## src/rtl/des_pkg.sv

```systemverilog
// Shared DES sequencing constants: round count, state encoding and the key shift schedule.
package des_pkg;

    localparam int unsigned DES_ROUNDS  = 16;
    localparam int unsigned ROUND_IDX_W = 4;

    // Bit i set when round i+1 rotates the key halves by one position (rounds 1, 2, 9, 16).
    localparam logic [DES_ROUNDS-1:0] SINGLE_SHIFT_MASK = 16'b1000_0001_0000_0011;

    typedef enum logic [1:0] {
        ST_IDLE  = 2'd0,
        ST_LOAD  = 2'd1,
        ST_ROUND = 2'd2
    } state_e;

    function automatic logic is_double_shift(input logic [ROUND_IDX_W-1:0] round_index);
        return ~SINGLE_SHIFT_MASK[round_index];
    endfunction

endpackage

```

## src/rtl/des_round_controller_if.sv

```systemverilog
// Request-side and key/round-datapath control signals of the DES round controller.
interface des_round_controller_if;
    import des_pkg::*;

    logic                   start_din;
    logic                   hold_din;
    logic                   ready_dout;
    logic                   key_enable_dout;
    logic                   key_source_sel_dout;
    logic                   key_round_shift_dout;
    logic                   round_valid_dout;
    logic [ROUND_IDX_W-1:0] round_index_dout;
    logic                   first_round_dout;
    logic                   last_round_dout;
    logic                   done_dout;

    modport slave (
        input  start_din, hold_din,
        output ready_dout, key_enable_dout, key_source_sel_dout, key_round_shift_dout,
               round_valid_dout, round_index_dout, first_round_dout, last_round_dout, done_dout
    );

    modport master (
        output start_din, hold_din,
        input  ready_dout, key_enable_dout, key_source_sel_dout, key_round_shift_dout,
               round_valid_dout, round_index_dout, first_round_dout, last_round_dout, done_dout
    );

endinterface

```

## src/rtl/des_shift_schedule.sv

```systemverilog
// Maps a round index to the key rotate amount (0 = rotate by 1, 1 = rotate by 2).
module des_shift_schedule
    import des_pkg::*;
(
    input  logic [ROUND_IDX_W-1:0] round_index_din,
    output logic                   round_shift_dout
);

    assign round_shift_dout = is_double_shift(round_index_din);

endmodule

```

## src/rtl/des_round_controller.sv

```systemverilog
// Sequences one key-load cycle and the 16 DES rounds, driving key generator and round datapath controls.
module des_round_controller
    import des_pkg::*;
(
    input  logic                   clk,
    input  logic                   reset,
    des_round_controller_if.slave  bus
);

    localparam logic [ROUND_IDX_W-1:0] LAST_IDX = ROUND_IDX_W'(DES_ROUNDS - 1);

    state_e                 state_q, state_d;
    logic [ROUND_IDX_W-1:0] cnt_q, cnt_d;
    logic                   sched_shift;

    logic                   ready;
    logic                   key_enable;
    logic                   key_source_sel;
    logic                   key_round_shift;
    logic                   round_valid;
    logic [ROUND_IDX_W-1:0] round_index;
    logic                   first_round;
    logic                   last_round;
    logic                   done;

    des_shift_schedule u_shift_schedule (
        .round_index_din  (cnt_q),
        .round_shift_dout (sched_shift)
    );

    always_ff @(posedge clk or posedge reset) begin
        if (reset) begin
            state_q <= ST_IDLE;
            cnt_q   <= '0;
        end else begin
            state_q <= state_d;
            cnt_q   <= cnt_d;
        end
    end

    // Next state and output decode; hold only reaches the enable/valid/done outputs.
    always_comb begin
        state_d         = state_q;
        cnt_d           = cnt_q;
        ready           = 1'b0;
        key_enable      = 1'b0;
        key_source_sel  = 1'b0;
        key_round_shift = 1'b0;
        round_valid     = 1'b0;
        round_index     = '0;
        first_round     = 1'b0;
        last_round      = 1'b0;
        done            = 1'b0;

        case (state_q)
            ST_IDLE: begin
                ready = 1'b1;
                if (bus.start_din) begin
                    state_d = ST_LOAD;
                    cnt_d   = '0;
                end
            end
            ST_LOAD: begin
                key_enable = ~bus.hold_din;
                if (!bus.hold_din) begin
                    state_d = ST_ROUND;
                end
            end
            ST_ROUND: begin
                key_source_sel  = 1'b1;
                key_enable      = ~bus.hold_din;
                round_valid     = ~bus.hold_din;
                key_round_shift = sched_shift;
                round_index     = cnt_q;
                first_round     = (cnt_q == '0);
                last_round      = (cnt_q == LAST_IDX);
                done            = last_round & round_valid;
                if (!bus.hold_din) begin
                    if (cnt_q == LAST_IDX) begin
                        state_d = ST_IDLE;
                        cnt_d   = '0;
                    end else begin
                        cnt_d = cnt_q + ROUND_IDX_W'(1);
                    end
                end
            end
            default: begin
                state_d = ST_IDLE;
                cnt_d   = '0;
            end
        endcase
    end

    assign bus.ready_dout           = ready;
    assign bus.key_enable_dout      = key_enable;
    assign bus.key_source_sel_dout  = key_source_sel;
    assign bus.key_round_shift_dout = key_round_shift;
    assign bus.round_valid_dout     = round_valid;
    assign bus.round_index_dout     = round_index;
    assign bus.first_round_dout     = first_round;
    assign bus.last_round_dout      = last_round;
    assign bus.done_dout            = done;

endmodule

```

## src/flat_wrapper.sv

```systemverilog
// flat-port wrapper written by rule: the top's interface ports become plain ports
module des_round_controller_flat import des_pkg::*;
  (clk, reset, bus_start_din, bus_hold_din, bus_ready_dout, bus_key_enable_dout, bus_key_source_sel_dout, bus_key_round_shift_dout, bus_round_valid_dout, bus_round_index_dout, bus_first_round_dout, bus_last_round_dout, bus_done_dout);
  des_round_controller_if bus_i ();
  input  logic clk;
  input  logic reset;
  input wire logic [$bits(bus_i.start_din)-1:0] bus_start_din;
  input wire logic [$bits(bus_i.hold_din)-1:0] bus_hold_din;
  output wire logic [$bits(bus_i.ready_dout)-1:0] bus_ready_dout;
  output wire logic [$bits(bus_i.key_enable_dout)-1:0] bus_key_enable_dout;
  output wire logic [$bits(bus_i.key_source_sel_dout)-1:0] bus_key_source_sel_dout;
  output wire logic [$bits(bus_i.key_round_shift_dout)-1:0] bus_key_round_shift_dout;
  output wire logic [$bits(bus_i.round_valid_dout)-1:0] bus_round_valid_dout;
  output wire logic [$bits(bus_i.round_index_dout)-1:0] bus_round_index_dout;
  output wire logic [$bits(bus_i.first_round_dout)-1:0] bus_first_round_dout;
  output wire logic [$bits(bus_i.last_round_dout)-1:0] bus_last_round_dout;
  output wire logic [$bits(bus_i.done_dout)-1:0] bus_done_dout;
  assign bus_i.start_din = bus_start_din;
  assign bus_i.hold_din = bus_hold_din;
  assign bus_ready_dout = bus_i.ready_dout;
  assign bus_key_enable_dout = bus_i.key_enable_dout;
  assign bus_key_source_sel_dout = bus_i.key_source_sel_dout;
  assign bus_key_round_shift_dout = bus_i.key_round_shift_dout;
  assign bus_round_valid_dout = bus_i.round_valid_dout;
  assign bus_round_index_dout = bus_i.round_index_dout;
  assign bus_first_round_dout = bus_i.first_round_dout;
  assign bus_last_round_dout = bus_i.last_round_dout;
  assign bus_done_dout = bus_i.done_dout;
  des_round_controller u_core (.clk(clk), .reset(reset), .bus(bus_i));
endmodule
```

## config.mk

```make
export PLATFORM = sky130hd
export DESIGN_NAME = des_round_controller_flat
export DESIGN_NICKNAME = d
export VERILOG_FILES = /design/src/rtl/des_pkg.sv /design/src/rtl/des_round_controller_if.sv /design/src/rtl/des_shift_schedule.sv /design/src/rtl/des_round_controller.sv /design/src/flat_wrapper.sv
export SDC_FILE = /design/constraint.sdc
export NUM_CORES = 1
export LEC_CHECK = 0
export ABC_AREA = 1
export CELL_PAD_IN_SITES_DETAIL_PLACEMENT = 1
export CELL_PAD_IN_SITES_GLOBAL_PLACEMENT = 2
export CORE_UTILIZATION = 28
export CTS_BUF_LIST = sky130_fd_sc_hd__clkbuf_8
export CTS_CLUSTER_DIAMETER = 30
export DETAILED_ROUTE_END_ITERATION = 8
export PLACE_DENSITY_LB_ADDON = 0.1
export SYNTH_ARGS = -nofsm -noshare
export SYNTH_HDL_FRONTEND = slang
export SYNTH_SLANG_ARGS = --single-unit
export TNS_END_PERCENT = 30
```

## constraint.sdc

```tcl
create_clock -name clk -period 2.3 [get_ports clk]
set_clock_uncertainty 0.2 [all_clocks]
set_input_delay 0.575 -clock clk [delete_from_list [all_inputs] [get_ports clk]]
set_output_delay 0.575 -clock clk [all_outputs]
set_load 0.05 [all_outputs]
```

==> impl_results.md, run 1 <==
* Starting Density at 31.11%
* Slew HR at 76.75%
* Vias post-DR at 539
* First-pass DRT Iterations at 4
* Endpoints failing hold at 0
* First-pass GRT wire length at 2.346 mm
* Register area share after synthesis at 26.79%
* Clock share of power at 14.4%
* Pin count of the biggest net entering global routing at 9
* Worst-Skew Late Latency at 0.22 ns
* Most frequent cells in the layout: nand2_1 (19), inv_1 (14), buf_12 (12), nand3_1 (6)
* Switching share of power at 46.96%
* Worst VDD drop at about 0.67 mV
* Mean number of vias per cell at 4.418
* Die area at 2185 µm²
* Sequential share of power at between 10% and 20%
* CP Max Fanout at 4
* Worst Setup Slack, final at around 0.062 ns
* P_int at approximately 0.55 mW
* Chip width at 46.74 µm
* Layout Cells excl Fill at 122
* DR WL/cell at 10.47 µm
* Antenna cells at 0
* Hold slack at 0.3635 ns
* Highest Clock Rate at 446.8 MHz
* Commonest non-fill, non-tap cell in the layout: nand2_1
* FFs w/ async S/R, synth at 100.0%
* CTS Buf Count at 3
* Worst EP arrival at 1.46 ns
* Clock sink count at 6
* Post-synth top area share at between 20% and 30%
* Post-synth EDFFs at 0
* RSZ-0062 raised after global routing: false
* Synthesis Warnings at 0
* Post-synthesis compound-gate area fraction at 4.464%
* Comb pwr share at 68.6%
* Max clock buf depth at 2
* Mean Syn Cell Area at 7.280 µm²
* Final period demand of the worst path at approximately 2.2 ns
* Port Buf Inserts at 15
* Root Driver: clkbuf_8
* Number of global-route vias before repair at 530
* Routed WL at 1.277 mm
* Gate Count Post-Synth at 77
* Setup TNS at 0 ns
* Synthesized flop and latch total at 6
* Initial antenna violation count at 0
* Crit path kind: primary input to primary output
* Max Slew Vio Count at 0
* Synth Area in Adders at between 10% and 20%
* Total grt overflow at 0
* CP Data Required Time at 1.52 ns
* CTS tree: yes
* Switching power at 0.4881 mW
* Final #Nets at 109
* Design Area, Final at 960.9 µm²
* Area post-placement at 897.1 µm²
* Die Y at 46.74 µm
* Netlist cell types at 17
* Initial DRC count at 6
* Cts hold-fix bufs at 0
* Pwr Density at between 1000 and 1500 nW/µm²
* All-Layer GR Usage at 15.07%
* Pwr Total at around 1.0 mW
* Inst Count DP at 117
* Synth area leaders: dfrtp_1 (27%), ha_1 (13%), nand2_1 (13%), nand2_4 (10%), inv_1 (9.4%)
* Worst min path class: flop to flop
* Crit path capture type: primary output
* H-Tree Level Count at 1
* Gpl congestion at 0.6867
* Pleak at just under 0.5 nW
* Detail Route Antenna Nets at 0
* Post-synthesis mux area share at 0%
* Syn Nets at 87
* Synth area leader: dfrtp_1
* Row count at 15
* Ports at 16
* Clk pin slew, worst setup/hold paths at roughly 0.03 ns
* Share of cells above drive strength 1 at 40.21%
* Status: finished clean
* Fin crit share at a little over nine tenths
* XOR/XNOR share of the synthesized area at 0%
* Max Cap Violations at 0
* Crit start category: primary input
* Area Growth Syn to Fin at 71.43%
* Pre-CTS WS at 0.01465 ns
* Drt drc at 0
* Core ar. at 1802 µm²
* Post-Synth Simple-Gate Area at 40.63%
* Post-Syn Area at 560.5 µm²
* Hpwl dp at 1.137 mm
* Final Util at 53.33%
* Slew @ Worst Pin at between 0.3 and 0.4 ns
* Ys flop type: dfrtp_1
* Setup violations, final at 0
* Largest family of logic cells by synthesized area: simple AND/OR/NAND/NOR gates
registers in the layout, summed over array words and instances (netlist names):
register        flops
u_core.state_q      2
u_core.cnt_q        4
power groups by stage:
| stage | clock network, mW | registers (mW) | logic (mW) |
|---|---|---|---|
| 3_5_place_dp | 0 | 0.177 | 0.704 |
| 4_1_cts | 0.153 | 0.176 | 0.720 |
| 3_3_place_gp | 0 | 0.175 | 0.688 |
| 5_1_grt | 0.157 | 0.182 | 0.781 |
| 2_1_floorplan | 0 | 0.164 | 0.467 |
| 6_report | 0.149 | 0.177 | 0.713 |
worst max-delay path, cell delays in order:
cell	delay, ns
clkdlybuf4s50_1	0.53
nor2_2	0.21
buf_12	0.15
synth_stat cells, types with 2 or more instances:
master and instances:
buf_6 2, ha_1 6, o21ai_1 4, nand2_4 5, nand2_1 19, inv_1 14
nand3_1 6, inv_2 2, nor3_1 3, dfrtp_1 6, nor2_1 4
path summary, 6_finish.rpt:
kind	slack, ns	start	endpoint	cells after the start
min reg2reg	0.36	u_core.cnt_q[0]	u_core.cnt_q[0]	2
min	0.36	u_core.cnt_q[0]	u_core.cnt_q[0]	2
min in group asynchronous	0.37	reset	u_core.cnt_q[2]	2
max reg2reg	0.75	u_core.state_q[0]	u_core.state_q[0]	6
max	0.06	bus_hold_din	bus_round_valid_dout	3
max in group asynchronous	1.33	reset	u_core.cnt_q[0]	2
layer usage:
metal | GRT usage, % | wire length [µm] | vias up | share of wire [%]
li1 | - | - | 274 | -
met1 | 20.29 | 585 | 254 | 46
met2 | 24.72 | 650 | 11 | 51
met3 | 2.308 | 42 | 0 | 3.3
met4 | 5.143 | 0 | 0 | 0
met5 | 0 | 0 | - | 0
logic make-up (layout without fill, tap and decap cells):
group	count (synthesis)	in the layout
AOI/OAI and AO/OA	5	5
and+or+nand+nor	42	42
DFF	6	6
adders and majority gates	6	6
buffers and inverters	18	38
layout make-up:
class / instances / area, µm²
well taps: 25 / 31.28
clock buffers: 3 / 41.29
inverters: 16 / 60.06
repair buffers: 19 / 300.3
flip-flops and latches: 6 / 152.6
multi-input cells: 53 / 375.4
fillers: 225 / 840.8
timing repair:
item,CTS,global route
gates cloned,0,0
gates resized for setup,2,2
setup endpoints to repair,3,2
pin swaps,1,0
buffers inserted,2,0
Note: power is estimated with default switching activity, not from simulation.
==> run 2: changes to the inputs <==
Settings changed: CTS_CLUSTER_SIZE set to 30, SETUP_SLACK_MARGIN set to 0.05.
==> run 2 against run 1 <==
  * Count of clock-buffer cells in the layout is the same
  * Sequential share of layout area fell by 0.80 points
  * Critical path depth stayed put
  * Largest power group unchanged
  * Maximum frequency down 0.23%
  * Critical endpoint unchanged
  * First-iteration DRC count is 83% lower
  * Wire length increased by 21%
==> impl_results.md, run 2 (synthesis gave the netlist of run 1 again) <==
* Number of global-route vias before repair at 542
* Top reg by flops: u_core.cnt_q
* Slew @ Worst Pin at 0.3455 ns
* Chip width at 46.74 µm
* Gpl congestion at approximately 0.70
* CTS Buf Count at 3
* Initial DRC count at 1
* First-pass GRT wire length at around 2.4 mm
* Core ar. at 1802 µm²
* Worst EP arrival at between 1 and 1.5 ns
* Slew HR at 76.79%
* Mean number of vias per cell at 4.362
* Ports at 16
* Inst Count DP at between 100 and 150
* CP Max Fanout at 4
* Antenna cells at 0
* Worst VDD drop at 0.5534 mV
* Status: finished clean
* Max reg flops at 4
* Crit start category: primary input
* Hpwl dp at 1.151 mm
* Max clock buf depth at 2
* Clk pin slew, worst setup/hold paths at 0.04 ns
* First-pass DRT Iterations at 2
* All-Layer GR Usage at between 10% and 20%
* Share of cells above drive strength 1 at 45.10%
* Die area at 2185 µm²
* Detail Route Antenna Nets at 0
* Final period demand of the worst path at 2.243 ns
* Drt drc at 0
* Fin crit share at 97.54%
* Crit path kind: primary input to primary output
* H-Tree Level Count at 1
* DR WL/cell at about 12 µm
* Endpoints failing hold at 0
* Setup TNS at 0 ns
* Pwr Density at approximately 1100 nW/µm²
* Max Cap Violations at 0
* Pleak at 0.5204 nW
* CP Data Required Time at 1.52 ns
* Pin count of the biggest net entering global routing at 10
* Layout Cells excl Fill at 127
* Root Driver: clkbuf_8
* RSZ-0062 raised after global routing: true
* Commonest non-fill, non-tap cell in the layout: nand2_1
* CTS tree: yes
* Area Growth Syn to Fin at 79.02%
* Worst-Skew Late Latency at 0.22 ns
* Final #Nets at 114
* Max Slew Vio Count at 0
* Row count at 15
* Most frequent cells in the layout: nand2_1 (18), inv_1 (13), buf_12 (12), buf_4 (9), nand3_1 (6)
* Setup violations, final at 0
* Cts hold-fix bufs at 0
* Initial antenna violation count at 0
* Biggest regs: u_core.cnt_q (4), u_core.state_q (2)
* Crit path capture type: primary output
* Vias post-DR at 554
* Port Buf Inserts at 15
* Worst min path class: primary input to asynchronous set/reset pin
* Starting Density at between 30% and 40%
* Clock sink count at 6
* Routed WL at 1.545 mm
* Total grt overflow at 0
* Die Y at 46.74 µm
* Highest Clock Rate at 445.8 MHz
## run 2: cell count changes in the layout (fill, tap and decap cells not counted), sizes merged
cell	delta
buf	+5
## run 2: layout make-up
| class | count | area, µm² |
|---|---|---|
| clock buffers | 3 | 41.29 |
| fillers | 227 | 798.3 |
| inverters | 16 | 60.06 |
| multi-input cells | 53 | 381.6 |
| flip-flops and latches | 6 | 151.4 |
| well taps | 25 | 31.28 |
| repair buffers | 24 | 337.8 |
## run 2: power breakdown
| part | switching, mW | leakage, nW | internal (mW) | total, mW |
|---|---|---|---|---|
| Clock | 0.0439 | 0.0216 | 0.112 | 0.156 |
| Sequential | 0.0387 | 0.0784 | 0.136 | 0.174 |
| Combinational | 0.435 | 0.420 | 0.320 | 0.755 |
| Total | 0.517 | 0.520 | 0.568 | 1.09 |
## run 2: worst max-delay path, cell delays in order
cell,delay (ns)
clkdlybuf4s50_1,0.53
nor2_2,0.21
buf_12,0.15
## run 2: what timing repair did
item	CTS	global route
setup endpoints to repair	2	3
resized for setup	1	3
setup buffers	4	3
pin swaps	1	0
## run 2: worst paths after layout
check	from	slack, ns	end	depth (start not counted)
worst max-delay path	bus_hold_din	0.06	bus_round_valid_dout	3
worst min-delay path	reset	0.37	u_core.cnt_q[2]	2
worst max register to register	u_core.state_q[0]	0.65	u_core.cnt_q[2]	8
worst min register to register	u_core.state_q[0]	0.37	u_core.state_q[0]	2
max in group asynchronous	reset	1.32	u_core.cnt_q[1]	2
min in group clk	u_core.state_q[0]	0.37	u_core.state_q[0]	2
## run 2: per-layer routing
layer	wire (µm)	part of all wire [%]	vias to the layer above	track usage, %
met4	15	0.97	0	10.29
met2	878	57	9	28.89
met5	0	0	-	0
met1	614	40	259	18.38
met3	36	2.3	2	2.308
li1	-	-	284	-
## run 2: metrics by stage
step / util, % / hold slack, ns / area [µm²] / setup slack, ns / total power, mW
global placement: 49.93 / 0.3692 / 899.6 / 0.04397 / 0.8749
finish: 55.69 / 0.3699 / 1003 / 0.05662 / 1.086
detailed placement: 49.93 / 0.3651 / 899.6 / 0.03538 / 0.8935
CTS: 53.96 / 0.3715 / 972.2 / 0.02994 / 1.069
floorplan: - / 0.1660 / 609.3 / 0.07436 / 0.6345
global route: 55.69 / 0.3965 / 1003 / 0.02050 / 1.159
==> run 3: changes to the inputs <==
--- a/config.mk
+++ b/config.mk
@@ -9,5 +9,5 @@
 export CELL_PAD_IN_SITES_DETAIL_PLACEMENT = 1
 export CELL_PAD_IN_SITES_GLOBAL_PLACEMENT = 2
-export CORE_UTILIZATION = 28
+export CORE_UTILIZATION = 23
 export CTS_BUF_LIST = sky130_fd_sc_hd__clkbuf_8
 export CTS_CLUSTER_DIAMETER = 30
==> constraint.sdc (replaced) <==
create_clock -name clk -period 1.99 [get_ports clk]
set_clock_uncertainty 0.2 [all_clocks]
set_input_delay 0.4975 -clock clk [delete_from_list [all_inputs] [get_ports clk]]
set_output_delay 0.4975 -clock clk [all_outputs]
set_load 0.01 [all_outputs]
==> run 3 against run 2 <==
  * The flow now finishes with violations (negative setup slack)
  * Cell count up 8.7%
  * Core utilization down 15 points
  * Critical endpoint is now bus_key_round_shift_dout
  * Clock power grew 16%
  * Critical path type is now flop to primary output
  * Flip-flop and latch count did not move
  * Wire length decreased by 3.2%
==> impl_results.md, run 3 (synthesis gave the netlist of run 1 again) <==
* Biggest regs: u_core.cnt_q (4), u_core.state_q (2)
* Pleak at 0.5142 nW
* Fill cell count at 300
* Row count at 17
* R2R Path End: u_core.cnt_q[1]
* Pre-CTS WS at -0.4416 ns
* Final Util at 41.07%
* Hold slack at 0.2951 ns
* Core ar. at 2255 µm²
* Clock sink count at 6
* CP max stage cell: dfrtp_2
* Max Slew Vio Count at 0
* Slew @ Worst Pin at 0.2433 ns
* Critical-path cell list: ha_4 > nand2_4 > a21oi_2 > nor3_2 > buf_2
* Pin count of the biggest net entering global routing at 7
* Commonest non-fill, non-tap cell in the layout: nand2_1
* Routed WL at 1.496 mm
* Hpwl dp at 1.196 mm
* Critical Path End: bus_key_round_shift_dout
* Inst Count DP at around 130
* Crit path kind: flop to primary output
* Reg2reg start: u_core.state_q[0]
* Worst min path class: primary input to asynchronous set/reset pin
* Most frequent cells in the layout: nand2_1 (17), buf_4 (14), inv_1 (10), buf_2 (8)
* Highest Clock Rate at 501.6 MHz
* Number of global-route vias before repair at a little under 600
* First-pass GRT wire length at 2.477 mm
* CTS tree: yes
* Chip width at around 50 µm
* CP Data Required Time at 1.29 ns
* Port Buf Inserts at 15
* Setup violations, final at 1
* Status: finished, violations left
* Starting Density at 24.86%
* CTS Buf Count at 3
* Root Driver: clkbuf_8
* Worst Setup Slack, final at -0.003744 ns
* CP Max Fanout at 4
* Layout Cells excl Fill at 138
* R2R Setup Slk at 0.41 ns
* Clk pin slew, worst setup/hold paths at approximately 0.04 ns
* Crit path capture type: primary output
* Fin crit share at 100.2%
* Initial antenna violation count at 0
* Area post-placement at 835.8 µm²
* Gpl congestion at 0.6764
* First-pass DRT Iterations at 3
* All-Layer GR Usage at around an eighth
* Drt drc at 0
* Vias post-DR at 593
* Crit start category: flop
* Ports at 16
* Top reg by flops: u_core.cnt_q
* Detail Route Antenna Nets at 0
* Pwr Density at 1170 nW/µm²
* Total grt overflow at 0
* RSZ-0062 raised after global routing: true
* Share of cells above drive strength 1 at approximately 53%
* Design Area, Final at roughly 930 µm²
* Violated checks: negative setup slack
* Area Growth Syn to Fin at 65.18%
* Max reg flops at 4
* H-Tree Level Count at 1
* Die Y at between 50 and 60 µm
* Max Cap Violations at 0
* DR WL/cell at 10.84 µm
* Antenna cells at 0
* Slew HR at 83.76%
* Initial DRC count at 4
* Endpoints failing hold at 0
* Sequential Area at 153.9 µm²
* Worst EP arrival at 1.30 ns
* Mean number of vias per cell at 4.297
* Die area at 2638 µm²
* Worst VDD drop at 0.6955 mV
* R2R depth at 8
* Final #Nets at 122
* Cts hold-fix bufs at 0
* Max clock buf depth at 2
* Final period demand of the worst path at between 1.5 and 2 ns
* Worst-Skew Late Latency at around 0.22 ns
* CP max stage delay at 0.44 ns
* CP startpoint: u_core.cnt_q[1]
* Area of the multi-input gates at around 400 µm²
==> run 3: cell types whose count changed in the layout (fill, tap and decap cells not counted), moves of 3 or more <==
cell      previous run  this run
buf_4                9        14
buf_2                0         8
inv_2                3         6
ha_4                 1         4
nor2_2               5         2
clkbuf_2             0         3
nor2_1               0         3
buf_12              12         0
buf_6                0         3
inv_1               13        10
==> run 3: power breakdown <==
part	switching (mW)	total (mW)	internal, mW
Clock	0.0516	0.181	0.130
Combinational	0.363	0.701	0.338
Sequential	0.0411	0.201	0.160
Total	0.456	1.08	0.628
==> run 3: routing by layer <==
layer	track usage, %	vias to the layer above	wire length [µm]
li1	-	301	-
met5	0	-	0
met2	22.94	13	764
met3	3.571	2	73
met4	2.703	0	4
met1	14.98	277	654
==> run 3: final cells by class <==
cell class | instances | share of cell area [%]
well taps | 28 | 3.784
multi-input cells | 53 | 43.65
repair buffers | 32 | 25.00
clock buffers | 3 | 4.459
inverters | 16 | 6.486
flip-flops and latches | 6 | 16.62
==> run 3: worst max-delay path, delay by kind of cell, from the launching register on <==
kind,cells,cell delay [ns]
simple gates,2,0.25
flops,1,0.44
fa+ha+maj,1,0.18
buf+inv,1,0.14
compound gates,1,0.06
==> run 3: stage by stage <==
stage          power (mW)  setup TNS (ns)
2_1_floorplan      0.5436               0
3_3_place_gp       0.8376          -2.390
3_5_place_dp       0.8461          -2.529
4_1_cts             1.055         -0.1271
5_1_grt             1.187         -0.1289
6_report            1.083       -0.003744
==> run 3: repair_timing <==
action / in CTS / in global routing
pin swaps: 3 / 5
endpoints found under the setup margin: 12 / 11
gates resized for setup: 47 / 20
setup buffers: 0 / 2
==> run 3: worst min-delay path by stage <==
stage,to,cells after the start
2_1_floorplan,u_core.cnt_q[0],1
4_1_cts,u_core.cnt_q[1],2
3_5_place_dp,u_core.state_q[1],2
3_3_place_gp,u_core.state_q[1],2
6_report,u_core.cnt_q[2],2
5_1_grt,u_core.cnt_q[2],2
